`config.mk`:
```
export PLATFORM = sky130hd
export DESIGN_NAME = gpr_exec_unit
export DESIGN_NICKNAME = d
export VERILOG_FILES = /design/src/rtl/gpr_exec_unit.sv
export SDC_FILE = /design/constraint.sdc
export NUM_CORES = 2
export LEC_CHECK = 0
export CAP_MARGIN = 30
export CELL_PAD_IN_SITES_DETAIL_PLACEMENT = 0
export CELL_PAD_IN_SITES_GLOBAL_PLACEMENT = 1
export CORE_MARGIN = 8
export CORE_UTILIZATION = 45
export CTS_BUF_LIST = sky130_fd_sc_hd__clkbuf_4 sky130_fd_sc_hd__clkbuf_8
export CTS_CLUSTER_SIZE = 25
export DETAILED_ROUTE_END_ITERATION = 10
export GPL_TIMING_DRIVEN = 0
export HOLD_SLACK_MARGIN = 0.08
export PLACE_DENSITY = 0.77
export SKIP_CTS_REPAIR_TIMING = 1
export SLEW_MARGIN = 0
export SYNTH_ARGS = -nofsm -noshare
export SYNTH_HDL_FRONTEND = slang
export SYNTH_SLANG_ARGS = --single-unit
```
`constraint.sdc`:
```
create_clock -name clk -period 3.43 [get_ports clk]
set_clock_uncertainty 0.2 [all_clocks]
set_input_delay 0.5145 -clock clk [delete_from_list [all_inputs] [get_ports clk]]
set_output_delay 0.5145 -clock clk [all_outputs]
set_load 0.005 [all_outputs]
```
`src/rtl/gpr_exec_unit.sv`:
```
// Clocked GPR-file execution unit: one instruction per handshake, single-cycle ALU ops,
// iterative shift-add multiply writing low half to rdst and high half to SGPR.
module gpr_exec_unit #(
    parameter int DATA_W = 16,
    parameter int NREGS  = 32
) (
    input  logic              clk,
    input  logic              rst_n,
    input  logic              instr_valid,
    output logic              instr_ready,
    input  logic [31:0]       instr,
    output logic              done,
    output logic              err,
    output logic [3:0]        flags,
    output logic [DATA_W-1:0] sgpr,
    input  logic [4:0]        dbg_raddr,
    output logic [DATA_W-1:0] dbg_rdata
);
    localparam int AW = $clog2(NREGS);
    localparam int CW = $clog2(DATA_W);

    localparam logic [4:0] OP_MOVSGPR = 5'b00000;
    localparam logic [4:0] OP_MOV     = 5'b00001;
    localparam logic [4:0] OP_ADD     = 5'b00010;
    localparam logic [4:0] OP_SUB     = 5'b00011;
    localparam logic [4:0] OP_MUL     = 5'b00100;
    localparam logic [4:0] OP_OR      = 5'b00101;
    localparam logic [4:0] OP_AND     = 5'b00110;
    localparam logic [4:0] OP_XOR     = 5'b00111;
    localparam logic [4:0] OP_XNOR    = 5'b01000;
    localparam logic [4:0] OP_NAND    = 5'b01001;
    localparam logic [4:0] OP_NOR     = 5'b01010;
    localparam logic [4:0] OP_NOT     = 5'b01011;

    typedef enum logic [1:0] {IDLE, EXEC, MUL, WB} state_t;

    state_t                  state_reg, state_next;
    logic [DATA_W-1:0]       gpr_reg [NREGS];
    logic [DATA_W-1:0]       rd_view [32];
    logic [4:0]              opc_reg, rdst_reg;
    logic [DATA_W-1:0]       op1_reg, op2_reg, mplier_reg, sgpr_reg;
    logic [2*DATA_W-1:0]     acc_reg, mcand_reg;
    logic [CW-1:0]           cnt_reg;
    logic [3:0]              flags_reg;
    logic                    done_reg, err_reg;

    // 32-entry read view so any 5-bit index is legal; entries beyond NREGS read as zero.
    genvar gi;
    generate
        for (gi = 0; gi < 32; gi++) begin : g_view
            if (gi < NREGS) begin : g_in
                assign rd_view[gi] = gpr_reg[gi];
            end else begin : g_out
                assign rd_view[gi] = '0;
            end
        end
    endgenerate

    logic [4:0]        in_opc, in_rdst, in_rs1, in_rs2;
    logic              in_imm, accept;
    logic [15:0]       in_isrc;
    logic [DATA_W-1:0] op1_in, op2_in;

    assign in_opc  = instr[31:27];
    assign in_rdst = instr[26:22];
    assign in_rs1  = instr[21:17];
    assign in_imm  = instr[16];
    assign in_rs2  = instr[15:11];
    assign in_isrc = instr[15:0];

    assign op2_in = in_imm ? DATA_W'(in_isrc) : rd_view[in_rs2];
    assign op1_in = (in_imm && (in_opc == OP_MOV || in_opc == OP_NOT)) ? op2_in : rd_view[in_rs1];
    assign accept = instr_valid && instr_ready;

    assign dbg_rdata = rd_view[dbg_raddr];
    assign done      = done_reg;
    assign err       = err_reg;
    assign flags     = flags_reg;
    assign sgpr      = sgpr_reg;

    // Single-cycle ALU on the captured operands
    logic [DATA_W:0]   sum_w;
    logic [DATA_W-1:0] diff_w, alu_res;
    logic              alu_c, alu_v, alu_legal;

    assign sum_w  = {1'b0, op1_reg} + {1'b0, op2_reg};
    assign diff_w = op1_reg - op2_reg;

    always_comb begin
        alu_res   = '0;
        alu_c     = 1'b0;
        alu_v     = 1'b0;
        alu_legal = 1'b1;
        case (opc_reg)
            OP_MOVSGPR: alu_res = sgpr_reg;
            OP_MOV:     alu_res = op1_reg;
            OP_ADD: begin
                alu_res = sum_w[DATA_W-1:0];
                alu_c   = sum_w[DATA_W];
                alu_v   = (op1_reg[DATA_W-1] == op2_reg[DATA_W-1]) &&
                          (sum_w[DATA_W-1] != op1_reg[DATA_W-1]);
            end
            OP_SUB: begin
                alu_res = diff_w;
                alu_c   = op1_reg < op2_reg;
                alu_v   = (op1_reg[DATA_W-1] != op2_reg[DATA_W-1]) &&
                          (diff_w[DATA_W-1] != op1_reg[DATA_W-1]);
            end
            OP_OR:      alu_res = op1_reg | op2_reg;
            OP_AND:     alu_res = op1_reg & op2_reg;
            OP_XOR:     alu_res = op1_reg ^ op2_reg;
            OP_XNOR:    alu_res = ~(op1_reg ^ op2_reg);
            OP_NAND:    alu_res = ~(op1_reg & op2_reg);
            OP_NOR:     alu_res = ~(op1_reg | op2_reg);
            OP_NOT:     alu_res = ~op1_reg;
            default:    alu_legal = 1'b0;
        endcase
    end

    // Commit path shared by EXEC and WB
    logic [DATA_W-1:0] acc_lo, acc_hi, wr_data;
    logic              wr_en, wr_in_range, hi_nz;
    logic [3:0]        flags_new;

    assign acc_lo      = acc_reg[DATA_W-1:0];
    assign acc_hi      = acc_reg[2*DATA_W-1:DATA_W];
    assign hi_nz       = (acc_hi != '0);
    assign wr_in_range = ({1'b0, rdst_reg} < 6'(NREGS));

    always_comb begin
        wr_en     = 1'b0;
        wr_data   = alu_res;
        flags_new = flags_reg;
        if (state_reg == EXEC && alu_legal) begin
            wr_en     = 1'b1;
            flags_new = {alu_res[DATA_W-1], (alu_res == '0), alu_c, alu_v};
        end else if (state_reg == WB) begin
            wr_en     = 1'b1;
            wr_data   = acc_lo;
            flags_new = {acc_lo[DATA_W-1], (acc_lo == '0), hi_nz, hi_nz};
        end
    end

    always_comb begin
        state_next  = state_reg;
        instr_ready = 1'b0;
        case (state_reg)
            IDLE: begin
                instr_ready = 1'b1;
                if (instr_valid) state_next = (in_opc == OP_MUL) ? MUL : EXEC;
            end
            EXEC:    state_next = IDLE;
            MUL:     if (cnt_reg == '0) state_next = WB;
            WB:      state_next = IDLE;
            default: state_next = IDLE;
        endcase
    end

    always_ff @(posedge clk or negedge rst_n) begin
        if (!rst_n) state_reg <= IDLE;
        else        state_reg <= state_next;
    end

    always_ff @(posedge clk or negedge rst_n) begin
        if (!rst_n) begin
            opc_reg    <= '0;
            rdst_reg   <= '0;
            op1_reg    <= '0;
            op2_reg    <= '0;
            acc_reg    <= '0;
            mcand_reg  <= '0;
            mplier_reg <= '0;
            cnt_reg    <= '0;
            sgpr_reg   <= '0;
            flags_reg  <= '0;
            done_reg   <= 1'b0;
            err_reg    <= 1'b0;
            for (int i = 0; i < NREGS; i++) gpr_reg[i] <= '0;
        end else begin
            done_reg <= 1'b0;
            err_reg  <= 1'b0;
            if (accept) begin
                opc_reg    <= in_opc;
                rdst_reg   <= in_rdst;
                op1_reg    <= op1_in;
                op2_reg    <= op2_in;
                acc_reg    <= '0;
                mcand_reg  <= {{DATA_W{1'b0}}, op1_in};
                mplier_reg <= op2_in;
                cnt_reg    <= CW'(DATA_W - 1);
            end
            if (state_reg == MUL) begin
                if (mplier_reg[0]) acc_reg <= acc_reg + mcand_reg;
                mcand_reg  <= mcand_reg << 1;
                mplier_reg <= mplier_reg >> 1;
                if (cnt_reg != '0) cnt_reg <= cnt_reg - 1'b1;
            end
            if (state_reg == EXEC && !alu_legal) err_reg <= 1'b1;
            if (wr_en) begin
                flags_reg <= flags_new;
                done_reg  <= 1'b1;
                if (wr_in_range) gpr_reg[rdst_reg[AW-1:0]] <= wr_data;
            end
            if (state_reg == WB) sgpr_reg <= acc_hi;
        end
    end

endmodule

```
# ---- Word level (Yosys, flattened, before mapping)
# Cells that the tools add are included.
dict set report totals {
  latch_bits 0
  mem_bits_rw 0
  rom_bits 0
  reg_bits 662
  word_cells 151
  memories 0
  output_inout_bits 39
}
dict set report op_classes {
  magnitude_cmp 6
  bitwise 11
  n_addsub 4
  mul 0
  shifts 0
  n_eq_ne 22
  n_reduce_logical 22
  n_div 0
  mux 41
}
# cell n
set op_table {}
lappend op_table {{$bwmux W512} 1}
lappend op_table {{$bmux W16 S5} 3}
lappend op_table {{$mux W16} 13}
lappend op_table {{$pmux W16 S11} 1}
lappend op_table {{$mux W32} 5}
lappend op_table {{$demux W16 S5} 1}
lappend op_table {{$not A16 Y16} 4}
lappend op_table {{$add A32 B32 Y32} 1}
lappend op_table {{$logic_not A16 Y1} 2}
lappend op_table {{$eq A5 B4 Y1 const B} 5}
lappend op_table {{$ge A6 B6 Y1 const B} 4}
lappend op_table {{$not A5 Y6} 4}
lappend op_table {{$eq A5 B3 Y1 const B} 4}
lappend op_table {{$mux W4} 5}
lappend op_table {{$add A16 B16 Y17} 1}
lappend op_table {{$and A16 B16 Y16} 1}
lappend op_table {{$lt A16 B16 Y1} 1}
lappend op_table {{$or A16 B16 Y16} 1}
lappend op_table {{$reduce_bool A16 Y1} 1}
lappend op_table {{$sub A16 B16 Y16} 1}
lappend op_table {{$xor A16 B16 Y16} 1}
lappend op_table {{$reduce_or A11 Y1} 1}
lappend op_table {{$eq A5 B1 Y1 const B} 2}
lappend op_table {{$eq A5 B2 Y1 const B} 2}
lappend op_table {{other kinds (21)} 41}

# ---- Longest topological paths before layout
dict set report logic_depth {
  word_depth 8
  ltp_mapped 15
  mapped_depth_nobuf 14
}

# ---- Worst setup path after synthesis
# Ideal clock, no wire load.
dict set report synth_timing {
  path_kind {register to register}
  startpoint {reg op1_reg[0]}
  endpoint {reg gpr_reg[110] in the netlist's numbering}
  t_arrival_ps 3299
  slack_ps -202
  period_less_slack_ps 3632
  n_path_buf 1
  stages_incl_launch_ff 16
  cell_sequence {dfrtp_1 -> inv_1 -> ha_1 -> inv_1 -> fa_1 -> nor2b_1 -> o21ai_0 -> a21oi_1 -> a211oi_1 -> nor2_1 -> a311oi_1 -> o221a_2 -> o211ai_1 -> mux2i_1 -> clkbuf_1 -> o21ai_0}
}
dict set report synth_via {
  elab_chain_cells 5
  elab_cells_between_ends 6
}
# item line
set synth_rtl {}
lappend synth_rtl {{start, declared} 41} ;# logic [DATA_W-1:0] op1_reg, op2_reg, mplier_reg, sgpr_reg;
lappend synth_rtl {{start signal, assigned} 185} ;# op1_reg <= op1_in;
lappend synth_rtl {{$sub A16 B16 Y16 / $add A16 B16 Y17 (equally long branches)} {87, 86}}
lappend synth_rtl {{$pmux W16 S11 (*)} 94} ;# case (opc_reg)
lappend synth_rtl {{$mux W16} 137} ;# end else if (state_reg == WB) begin
lappend synth_rtl {{$mux W16 (*)} 134} ;# if (state_reg == EXEC && alu_legal) begin
lappend synth_rtl {{$bwmux W512 (*)} 202} ;# if (wr_in_range) gpr_reg[rdst_reg[AW-1:0]] <= wr_data;
lappend synth_rtl {{end signal, assigned by index} 202}
lappend synth_rtl {{end, declared} 38} ;# logic [DATA_W-1:0] gpr_reg [NREGS];
# Every way passes the cells marked *; elsewhere a longest branch is shown, timed or not.
# A chain may end at the register's enable or synchronous reset.

# ---- Worst setup path after layout
dict set report layout_timing {
  startpoint {reg state_reg[1]}
  endpoint {reg gpr_reg[240] in the netlist's numbering}
}
dict set report layout_via {
  elab_chain_cells 4
  elab_cells_between_ends 8
}
# item line
set layout_rtl {}
lappend layout_rtl {{start, declared} 37} ;# state_t state_reg, state_next;
lappend layout_rtl {{start signal, assigned} 161} ;# else state_reg <= state_next;
lappend layout_rtl {{$eq A2 B2 Y1 / $eq A2 B1 Y1 (equally long branches)} {137, 134}}
lappend layout_rtl {{$mux W16 / $logic_and A1 B1 Y1 (equally long branches)} {137, 134}}
lappend layout_rtl {{$mux W16} 134}
lappend layout_rtl {{$bwmux W512} 202}
# Parallel ways exist; a longest one is shown, timed or not.

==> results.cfg <==
[final_layout]
nets = 4103
drive_gt1_share_pct = 28.6
largest_reg_flops = 512
final_cell_area_sq_um = 48200
fill_cells = 7850
area_delta_synth_final_pct = 18.6

[floorplan]
die_x_microns = 316
coreArea_sq_um = 89700
die_h_microns = 316
io_pins = 79
fp.dieArea_sq_um = 100000
num_rows = 110
start_util_pct = 45.3

[route]
wl_per_cell_microns = 33.1
vias = 35500
drtIter0Drc = 4635
dr.pass1.iters = 8
route.detailed.drc = 0
detail-route-antenna-nets = 0
vias_per_cell = 6.77
wl_microns = 174000

[sta]
tns_ns = -83.94
drv_slew = 0
finalSetupViolCount = 467
rsz0062_at_grt = true
min_period_ns = 3.86
hold_viol_final = 0
slew_headroom_pct = 24.0
fmax_ghz = 0.259
final.setup.worst_slack_ns = -0.431
period_share_pct = 113
fin_hold_ws_ns = 0.0726
tightest_slew_ns = 1.14

[synthesis]
synth-warning-count = 0
synth_edf_count = 0
synth_cells = 3678
async_flop_share_pct = 100
syn_avg_cell_area_sq_um = 11.0
yosys-top-cells-area = dfrtp_1 (41%), mux4_2 (27%), o21ai_0 (8.0%)
synth_area_sq_um = 40600
post-synth-top-area-cell = dfrtp_1
synthFlopType = dfrtp_1
synth_top_area_share_pct = 40.8
synth_cell_types = 79
synth_seq_area_share_pct = 40.8
syn_nets = 3802
ys_ff_latch = 662

[grt]
grt_pass1_vias = 33900
grt_max_degree = 121
gr-usage-all-layers_pct = 34.1
grt_pass1_wl_microns = 243000
grt-ovfl-total = 0
antenna_found_initial = 8

[worst_setup_path]
worstPathRequired_ns = 3.85
ff2ff_setup_slack_ns = -0.43
end_kind = register
crit_type = reg -> reg
cp_max_fo = 10
reg2reg_depth = 6
r2r-end = gpr_reg[240]$_DFFE_PN0P_
r2r_start = state_reg[1]$_DFFE_PN0P_
start_kind = register
arrival_ns = 4.28

[placed_design]
dpl.hpwl_microns = 128000
pre_cts_slack_ns = -1.81
place.gp.congestion = 1.02
io_buffers = 65
placed_area_sq_um = 43900

[clocking]
clkSinkCount = 662
cts_made_buffers = 112
cts_tree = built
cts_root_buffer = clkbuf_8
clk_pin_slew_worst_paths_ns = 0.07
cts.htree.levels = 3
clockBufferDepth = 3
clock_latency_ns = 0.82

[pwr]
power_density_nw_per_um2 = 674
p_leak_uw = 0.0206
ir_worst_vdd_uv = 437

[run_status]
status = finished, violations left
violations = setup timing

[run]
drv_cap = 0

[worst_hold_path]
hold_class = in -> async
[kinds of logic (layout without fill, tap and decap cells)]
logic type / count (synthesis) / in the layout / synth area share (%)
fa+ha+maj: 84 / 84 / 2.64
flops: 662 / 662 / 40.8
xor+xnor: 26 / 26 / 0.561
other cells: 0 / 6 / 0
mux: 561 / 561 / 28.7
compound gates: 912 / 912 / 12.7
buf+inv: 395 / 781 / 3.74
simple gates: 1038 / 1038 / 10.8
[layout make-up]
type / instances / area, sq um / share of cell area (%)
Inverter: 63 / 239 / 0.496
Timing Repair Buffer: 191 / 2490 / 5.17
Buffer: 328 / 1620 / 3.35
Clock inverter: 19 / 159 / 0.330
Tap cell: 1176 / 1470 / 3.05
Sequential cell: 662 / 16600 / 34.4
Multi-Input combinational cell: 2621 / 23400 / 48.5
Clock buffer: 180 / 2260 / 4.70
Antenna cell: 6 / 15.0 / 0.0312
[synth_stat cells, types with 6 or more instances]
| master | instances |
|---|---|
| nor4_1 | 18 |
| nand4_1 | 11 |
| a22o_1 | 11 |
| nand2b_1 | 17 |
| nor3b_1 | 12 |
| a211o_1 | 7 |
| and2_1 | 6 |
| and3_1 | 11 |
| mux4_2 | 481 |
| a21o_1 | 35 |
| a21oi_1 | 78 |
| xor2_1 | 13 |
| o22ai_1 | 10 |
| nor2b_1 | 9 |
| or3_1 | 12 |
| a221oi_1 | 11 |
| nor2_1 | 70 |
| buf_1 | 53 |
| a31oi_1 | 11 |
| mux2i_1 | 46 |
| nand2_1 | 752 |
| xnor2_1 | 13 |
| ha_1 | 81 |
| o21ai_0 | 648 |
| a211oi_1 | 10 |
| o211ai_1 | 12 |
| buf_2 | 11 |
| inv_1 | 63 |
| clkbuf_1 | 265 |
| nor3_1 | 22 |
| a221o_1 | 9 |
| dfrtp_1 | 662 |
| o31ai_1 | 7 |
| or4_1 | 6 |
| mux2_2 | 34 |
| nand3_1 | 64 |
[worst max-delay path: stages (launching register included)]
cell and delay, ns:
dfrtp_1 0.44, clkbuf_1 0.25, nand2_1 0.45, buf_1 0.83, mux2i_1 0.81, clkbuf_1 0.54
o21ai_0 0.18
[where the power goes]
group	leakage, uW	total [uW]	switching (uW)	internal, uW
sequential	0.00901	11400	1790	9580
clock	0.00129	7850	3600	4250
combinational	0.0103	13300	7400	5870
total	0.0206	32500	12800	19700
[per-layer routing]
metal	share of wire, %	vias to the layer above	GRT usage, %
met4	9.4	12	23.6
met5	0.21	-	2.02
met3	13	771	12.2
li1	-	14400	-
met2	43	2491	50.7
met1	35	17900	41.1
[through the flow]
stage	instances	total power (uW)	util (%)
finish	5246	32500	53.7
global route	5243	33600	53.7
CTS	5193	30000	51.6
detailed placement	4994	22200	48.9
global placement	4919	21800	47.7
floorplan	3678	17600	-
[layout by cell type, fill, tap and decap left out, types with 11 or more instances in the layout]
cell	count
a21oi_1	69
buf_1	32
buf_8	65
o21ai_0	577
clkbuf_8	146
or3_1	11
xor2_1	13
mux2_2	29
mux4_2	481
buf_4	34
nand4_1	11
a31oi_1	11
a22o_1	11
buf_6	21
clkinv_2	11
o21ai_1	17
nor3_1	18
nor2_1	66
clkbuf_1	141
nand2_1	748
mux2i_1	36
ha_1	74
nand2b_1	17
buf_12	12
clkbuf_4	51
nand3_1	63
nor4_1	14
dfrtp_1	657
a21o_1	35
xnor2_1	13
inv_1	58
clkbuf_2	100
o211ai_1	12
o21ai_2	52
buf_2	23
clkdlybuf4s50_1	52
[how the worst max path moves through the flow]
stage	startpoint	endpoint	slack, ns	depth (start not counted)
6_report	state_reg[1]$_DFFE_PN0P_	gpr_reg[240]$_DFFE_PN0P_	-0.43	6
5_1_grt	state_reg[1]$_DFFE_PN0P_	gpr_reg[240]$_DFFE_PN0P_	-0.46	6
4_1_cts	op1_reg[0]$_DFFE_PN0P_	gpr_reg[238]$_DFFE_PN0P_	-1.82	15
3_5_place_dp	op1_reg[0]$_DFFE_PN0P_	gpr_reg[238]$_DFFE_PN0P_	-1.81	15
3_3_place_gp	rst_n	mcand_reg[24]$_DFFE_PN0P_	-29.06	1
2_1_floorplan	op1_reg[0]$_DFFE_PN0P_	flags[2]$_DFFE_PN0P_	-0.06	13
No activity file was read; power rests on OpenSTA's default activity.
